File: config.mk
export PLATFORM = sky130hd
export DESIGN_NAME = stage4_load_store_unit
export DESIGN_NICKNAME = d
export VERILOG_FILES = /design/src/rtl/lsu_pkg.sv /design/src/rtl/lsu_lane_align.sv /design/src/rtl/stage4_load_store_unit.sv
export SDC_FILE = /design/constraint.sdc
export NUM_CORES = 1
export LEC_CHECK = 0
export BUFFER_PORTS_ARGS = -buffer_cell sky130_fd_sc_hd__buf_4
export CAP_MARGIN = 20
export CELL_PAD_IN_SITES_DETAIL_PLACEMENT = 1
export CELL_PAD_IN_SITES_GLOBAL_PLACEMENT = 1
export CORE_UTILIZATION = 25
export CTS_CLUSTER_DIAMETER = 150
export DETAILED_ROUTE_END_ITERATION = 8
export GPL_TIMING_DRIVEN = 0
export PLACE_DENSITY = 0.61
export REMOVE_ABC_BUFFERS = 1
export SYNTH_ARGS = -nofsm -noshare
export SYNTH_HDL_FRONTEND = slang
export SYNTH_SLANG_ARGS = --single-unit
File: constraint.sdc
create_clock -name clk -period 3.74 [get_ports clk]
set_input_delay 0.374 -clock clk [delete_from_list [all_inputs] [get_ports clk]]
set_output_delay 0.374 -clock clk [all_outputs]
set_load 0.02 [all_outputs]
File: src/rtl/lsu_pkg.sv
// Shared types and lane helpers for the stage-4 load/store unit.
package lsu_pkg;

  localparam int LANE_BYTES = 8;

  typedef enum logic [1:0] {SZ_B = 2'd0, SZ_H = 2'd1, SZ_W = 2'd2, SZ_D = 2'd3} lsu_size_e;
  typedef enum logic [1:0] {IDLE = 2'd0, REQ = 2'd1, RESP = 2'd2} lsu_state_e;

  // Low address bits that must be zero for an access of this size to be aligned.
  function automatic logic [2:0] size_mask(input lsu_size_e size);
    case (size)
      SZ_B:    return 3'b000;
      SZ_H:    return 3'b001;
      SZ_W:    return 3'b011;
      default: return 3'b111;
    endcase
  endfunction

  function automatic logic [LANE_BYTES-1:0] byte_en(input lsu_size_e size, input logic [2:0] off);
    logic [15:0] lanes;
    lanes = ((16'd1 << (4'd1 << size)) - 16'd1) << off;
    return lanes[LANE_BYTES-1:0];
  endfunction

endpackage

File: src/rtl/lsu_lane_align.sv
// Load-data extraction: shifts the addressed lanes down, masks to the access size
// and sign- or zero-extends to 64 bits.
module lsu_lane_align import lsu_pkg::*; (
  input  logic [63:0] mem_rdata,
  input  logic [2:0]  off,
  input  lsu_size_e   size,
  input  logic        sign_ext,
  output logic [63:0] load_data
);

  logic [63:0] raw;
  logic        fill;

  always_comb begin
    raw       = mem_rdata >> {off, 3'b000};
    fill      = 1'b0;
    load_data = raw;
    case (size)
      SZ_B: begin
        fill      = sign_ext & raw[7];
        load_data = {{56{fill}}, raw[7:0]};
      end
      SZ_H: begin
        fill      = sign_ext & raw[15];
        load_data = {{48{fill}}, raw[15:0]};
      end
      SZ_W: begin
        fill      = sign_ext & raw[31];
        load_data = {{32{fill}}, raw[31:0]};
      end
      default: load_data = raw;
    endcase
  end

endmodule

File: src/rtl/stage4_load_store_unit.sv
// Stage-4 load/store initiator: one access at a time over a req/ack memory bus with byte lanes.
// Optional macro LSU_ALIGN_CHECK_EN: misaligned accesses error out without touching the bus.
module stage4_load_store_unit import lsu_pkg::*; #(
  parameter int TIMEOUT_CYCLES = 16,
  parameter int CNT_W          = 5
) (
  input  logic                  clk,
  input  logic                  reset_n,
  input  logic                  req_valid,
  output logic                  req_ready,
  input  logic                  req_write,
  input  logic [1:0]            req_size,
  input  logic                  req_signed,
  input  logic [63:0]           req_addr,
  input  logic [63:0]           req_wdata,
  output logic                  rsp_valid,
  input  logic                  rsp_ready,
  output logic [63:0]           rsp_rdata,
  output logic                  rsp_error,
  output logic [63:0]           mem_addr,
  output logic [63:0]           mem_wdata,
  output logic [LANE_BYTES-1:0] mem_byte_en,
  output logic                  mem_read,
  output logic                  mem_write,
  input  logic [63:0]           mem_rdata,
  input  logic                  mem_ack
);

  localparam logic [1:0]       ST_IDLE  = IDLE;
  localparam logic [1:0]       ST_REQ   = REQ;
  localparam logic [1:0]       ST_RESP  = RESP;
  localparam logic [CNT_W-1:0] CNT_LAST = CNT_W'(TIMEOUT_CYCLES - 1);

  logic [1:0]            state_q;
  logic [CNT_W-1:0]      cnt_q;
  logic                  wr_q;
  logic                  sign_q;
  lsu_size_e             size_q;
  logic [2:0]            off_q;
  logic [60:0]           dw_q;
  logic [63:0]           wdata_q;
  logic [LANE_BYTES-1:0] be_q;
  logic [63:0]           rdata_q;
  logic                  err_q;

  lsu_size_e   req_sz;
  logic        accept;
  logic        misalign;
  logic [2:0]  req_off;
  logic [63:0] load_data;

  assign req_sz  = lsu_size_e'(req_size);
  assign accept  = req_valid && (state_q == ST_IDLE);
  // Without the check, misaligned addresses are silently aligned down within the dword.
  assign req_off = req_addr[2:0] & ~size_mask(req_sz);
`ifdef LSU_ALIGN_CHECK_EN
  assign misalign = |(req_addr[2:0] & size_mask(req_sz));
`else
  assign misalign = 1'b0;
`endif

  lsu_lane_align u_lane_align (
    .mem_rdata (mem_rdata),
    .off       (off_q),
    .size      (size_q),
    .sign_ext  (sign_q),
    .load_data (load_data)
  );

  always_ff @(posedge clk or negedge reset_n) begin
    if (!reset_n) begin
      state_q <= ST_IDLE;
      cnt_q   <= '0;
      wr_q    <= 1'b0;
      sign_q  <= 1'b0;
      size_q  <= SZ_B;
      off_q   <= '0;
      dw_q    <= '0;
      wdata_q <= '0;
      be_q    <= '0;
      rdata_q <= '0;
      err_q   <= 1'b0;
    end else begin
      case (state_q)
        ST_IDLE: if (accept) begin
          wr_q    <= req_write;
          sign_q  <= req_signed;
          size_q  <= req_sz;
          off_q   <= req_off;
          dw_q    <= req_addr[63:3];
          wdata_q <= req_wdata << {req_off, 3'b000};
          be_q    <= byte_en(req_sz, req_off);
          cnt_q   <= '0;
          rdata_q <= '0;
          err_q   <= misalign;
          state_q <= misalign ? ST_RESP : ST_REQ;
        end
        // ack is checked before the timeout so a last-cycle ack still completes cleanly
        ST_REQ: begin
          if (mem_ack) begin
            rdata_q <= wr_q ? 64'd0 : load_data;
            err_q   <= 1'b0;
            state_q <= ST_RESP;
          end else if (cnt_q == CNT_LAST) begin
            rdata_q <= '0;
            err_q   <= 1'b1;
            state_q <= ST_RESP;
          end else begin
            cnt_q <= cnt_q + CNT_W'(1);
          end
        end
        ST_RESP: if (rsp_ready) state_q <= ST_IDLE;
        default: state_q <= ST_IDLE;
      endcase
    end
  end

  assign req_ready   = (state_q == ST_IDLE);
  assign rsp_valid   = (state_q == ST_RESP);
  assign rsp_rdata   = rdata_q;
  assign rsp_error   = err_q;
  assign mem_addr    = {3'b000, dw_q};
  assign mem_wdata   = wdata_q;
  assign mem_byte_en = be_q;
  assign mem_read    = (state_q == ST_REQ) && !wr_q;
  assign mem_write   = (state_q == ST_REQ) && wr_q;

endmodule

==> results.json <==
{
  "status": "finished, final reports clean",
  "clock_latency_ns": 0.56,
  "power_frac_comb_pct": 50.2,
  "startpoint_type": "flop",
  "seqPwrFrac_pct": 29.0,
  "crit_required_ns": 4.15,
  "yosys.area.top_type": "dfrtp_1",
  "hold_class": "primary input to flop",
  "ys_ff_latch": 212,
  "synth_edf_count": 0,
  "grt_max_degree": 99,
  "grt_busiest_layer": "met2",
  "worstMarginPinSlew_ns": 1.08,
  "cts_sinks": 212,
  "ant_nets": 0,
  "syn2layout_area_growth_pct": 46.7,
  "yosys_warnings": 0,
  "drt_iter0_drc": 777,
  "gp_congestion": 0.804,
  "yosysMostFrequentCell": "nand2_1",
  "grt_overflow": 0,
  "initial_utilization_pct": 25.6,
  "leakage_nw": 7.98,
  "fill_cells": 5201,
  "p_clk_share_pct": 20.8,
  "multi_input_area_um2": 5970,
  "finalWirelength_mm": 49.4,
  "dp_hpwl_mm": 34.9,
  "htreeDepth": 1,
  "r2r_start": "off_q[0]",
  "firstDrtPassIters": 4,
  "reg2reg_depth": 7,
  "synth_area_um2": 11700,
  "grt_first_pass_wirelength_mm": 75.2,
  "vdd_drop_max_mv": 0.381,
  "grt_pass1_vias": 12160,
  "cts.clk_slew.worst_paths_ns": 0.06,
  "met2_usage_pct": 34.3,
  "arrival_ns": 3.71,
  "relSlewSlack_pct": 27.4,
  "grt_use_met1_pct": 25.7,
  "holdPathEnd": "wr_q",
  "synthTopCellsByCount": "nand2_1 (383), dfrtp_1 (212), mux2i_1 (89), clkbuf_1 (65), o21ai_0 (62)",
  "io_buffers": 402,
  "layout_min_cycle_time_ns": 3.30,
  "avgRoutedWirePerCell_um": 21.7,
  "p_int_mw": 8.03,
  "io_pins": 406,
  "clock_path_buffers": 3,
  "post-route-period-util_pct": 88.3,
  "drc": 0,
  "numCtsBuffers": 28,
  "max_freq_mhz": 303,
  "nNetsFinal": 1857,
  "track_usage_pct": 20.4,
  "power_density_nw_per_um2": 824,
  "reg2reg_slack_ns": 0.44,
  "syn_inst": 1233,
  "power.switching_mw": 6.13,
  "die_area_um2": 47700,
  "path_class": "flop to flop",
  "seq_area_frac_synth_pct": 45.3,
  "r2r_end": "rsp_rdata[39]",
  "holdPathStages": 3,
  "hp-start": "req_write",
  "postSynthAreaPerCell_um2": 9.50,
  "drive_gt1_share_pct": 33.2,
  "fin_area_um2": 17200,
  "yosysTopAreaCellShare_pct": 45.3,
  "setup_viol": 0,
  "grt_util_met3_pct": 5.82,
  "hold_viol": 0,
  "critPathMaxFanout": 37,
  "synth_area_leaders": "dfrtp_1 (45%), nand2_1 (12%), mux4_2 (9.0%)",
  "fin_worst_skew_ns": 0.0106,
  "root_buffer": "clkbuf_16",
  "critPathCaptureType": "flop",
  "maxCapViolCount": 0,
  "final_max_slew_viol_count": 0,
  "vias_per_cell": 4.98,
  "ys.flop_type": "dfrtp_1",
  "final_util_pct": 37.5,
  "core_area_um2": 45800,
  "rsz0062_at_grt": "false",
  "cts_tree": "done",
  "post_cts_buffers": 0,
  "regArea_um2": 5310,
  "placedInstanceArea_um2": 15500,
  "detailroute.via_count": 11309,
  "rows": 78,
  "die_x_um": 218,
  "hold_slack_ns": 0.0379,
  "die_h_um": 218,
  "synthDistinctLibCells": 54,
  "grt_antenna_before_repair": 1,
  "p_sw_share_pct": 43.3,
  "synthArstFlopShare_pct": 100
}
how the worst max path moves through the flow:
stage / start / slack, ns / to / depth (start not counted)
global placement: req_size[1] / -9.60 / mem_wdata[52] / 6
detailed placement: off_q[1] / 0.005 / rsp_rdata[39] / 7
CTS: off_q[1] / 0.11 / rsp_rdata[43] / 7
global route: off_q[0] / 0.20 / rsp_rdata[59] / 7
finish: off_q[0] / 0.44 / rsp_rdata[39] / 7
floorplan: req_size[1] / -4.81 / mem_wdata[48] / 5
layer usage:
layer | vias to the layer above | routed length (µm)
li1 | 5183 | -
met1 | 5693 | 20700
met2 | 376 | 23700
met3 | 57 | 4080
met4 | 0 | 840
met5 | - | 0
cell type report:
cell class / instances / share of cell area [%]
multi-input combinational: 917 / 34.7
sequential: 212 / 30.9
timing repair buffer: 490 / 24.1
clock buffer: 40 / 4.99
tap: 600 / 4.37
clock inverter: 8 / 0.837
inverter: 4 / 0.0874
antenna: 1 / 0.0146
layout by cell type (no fill, tap or decap), types with 6 or more instances in the layout:
cell	n
a21oi_1	60
a221o_1	7
a22o_1	18
a22oi_1	16
a2bb2oi_1	10
a31oi_1	13
a32oi_1	8
buf_12	6
buf_16	8
buf_4	402
buf_8	6
clkbuf_16	29
clkbuf_8	9
dfrtp_1	210
dlygate4sd3_1	63
mux2i_1	89
mux4_2	47
nand2_1	383
nand2b_1	14
nand3_1	10
nor2_1	46
o211ai_1	8
o21a_1	16
o21ai_0	62
o21ai_1	27
o22ai_1	8
o31ai_1	12
o31ai_2	13
registers in the layout, indices dropped and copies added (netlist names), 2 cells and up:
name,flops
off_q,3
cnt_q,5
rsp_rdata,64
size_q,2
mem_wdata,64
mem_byte_en,8
state_q,2
dw_q,61
power groups by stage:
stage | clock, mW | combinational (mW) | sequential (mW)
after floorplan | 0 | 2.63 | 5.22
after CTS | 3.04 | 7.18 | 4.11
after global routing | 3.12 | 7.67 | 4.25
after global placement | 0 | 6.90 | 4.18
after detailed placement | 0 | 7.12 | 4.13
final | 2.95 | 7.11 | 4.11
cells by family (layout without fill, tap and decap cells):
family	count (synthesis)	after routing	synth area share, %
XOR/XNOR	2	2	0.150
multiplexers	137	137	16.7
adder cells (fa/ha/maj)	3	3	0.321
AND/OR/NAND/NOR	485	485	17.1
AO/OA/AOI/OAI	287	287	16.1
buffers and inverters	106	542	4.23
other	1	4	0.0320
flip-flops	212	212	45.3
timing repair:
action / in CTS / in global routing
endpoints found under the hold margin: 95 / 0
hold buffers: 63 / 0
resized for setup: 0 / 0
worst max-delay path, stage by stage (launching register included):
cell	delay (ns)
dfrtp_4	0.82
buf_16	0.31
mux2i_1	0.40
nand3_1	0.19
and4b_4	0.27
nor3_4	0.79
buf_16	0.24
o21ai_1	0.08
per-stage QoR:
step           power [mW]  setup TNS (ns)  cells  setup slack (ns)
2_1_floorplan        7.84         -362.07   1133             -4.81
4_1_cts              14.3               0   2269             0.110
6_report             14.2               0   2272             0.439
5_1_grt              15.0               0   2272             0.200
3_5_place_dp         11.2               0   2158           0.00523
3_3_place_gp         11.1         -935.44   2135             -9.60
Note: power is estimated with default switching activity, not from simulation.
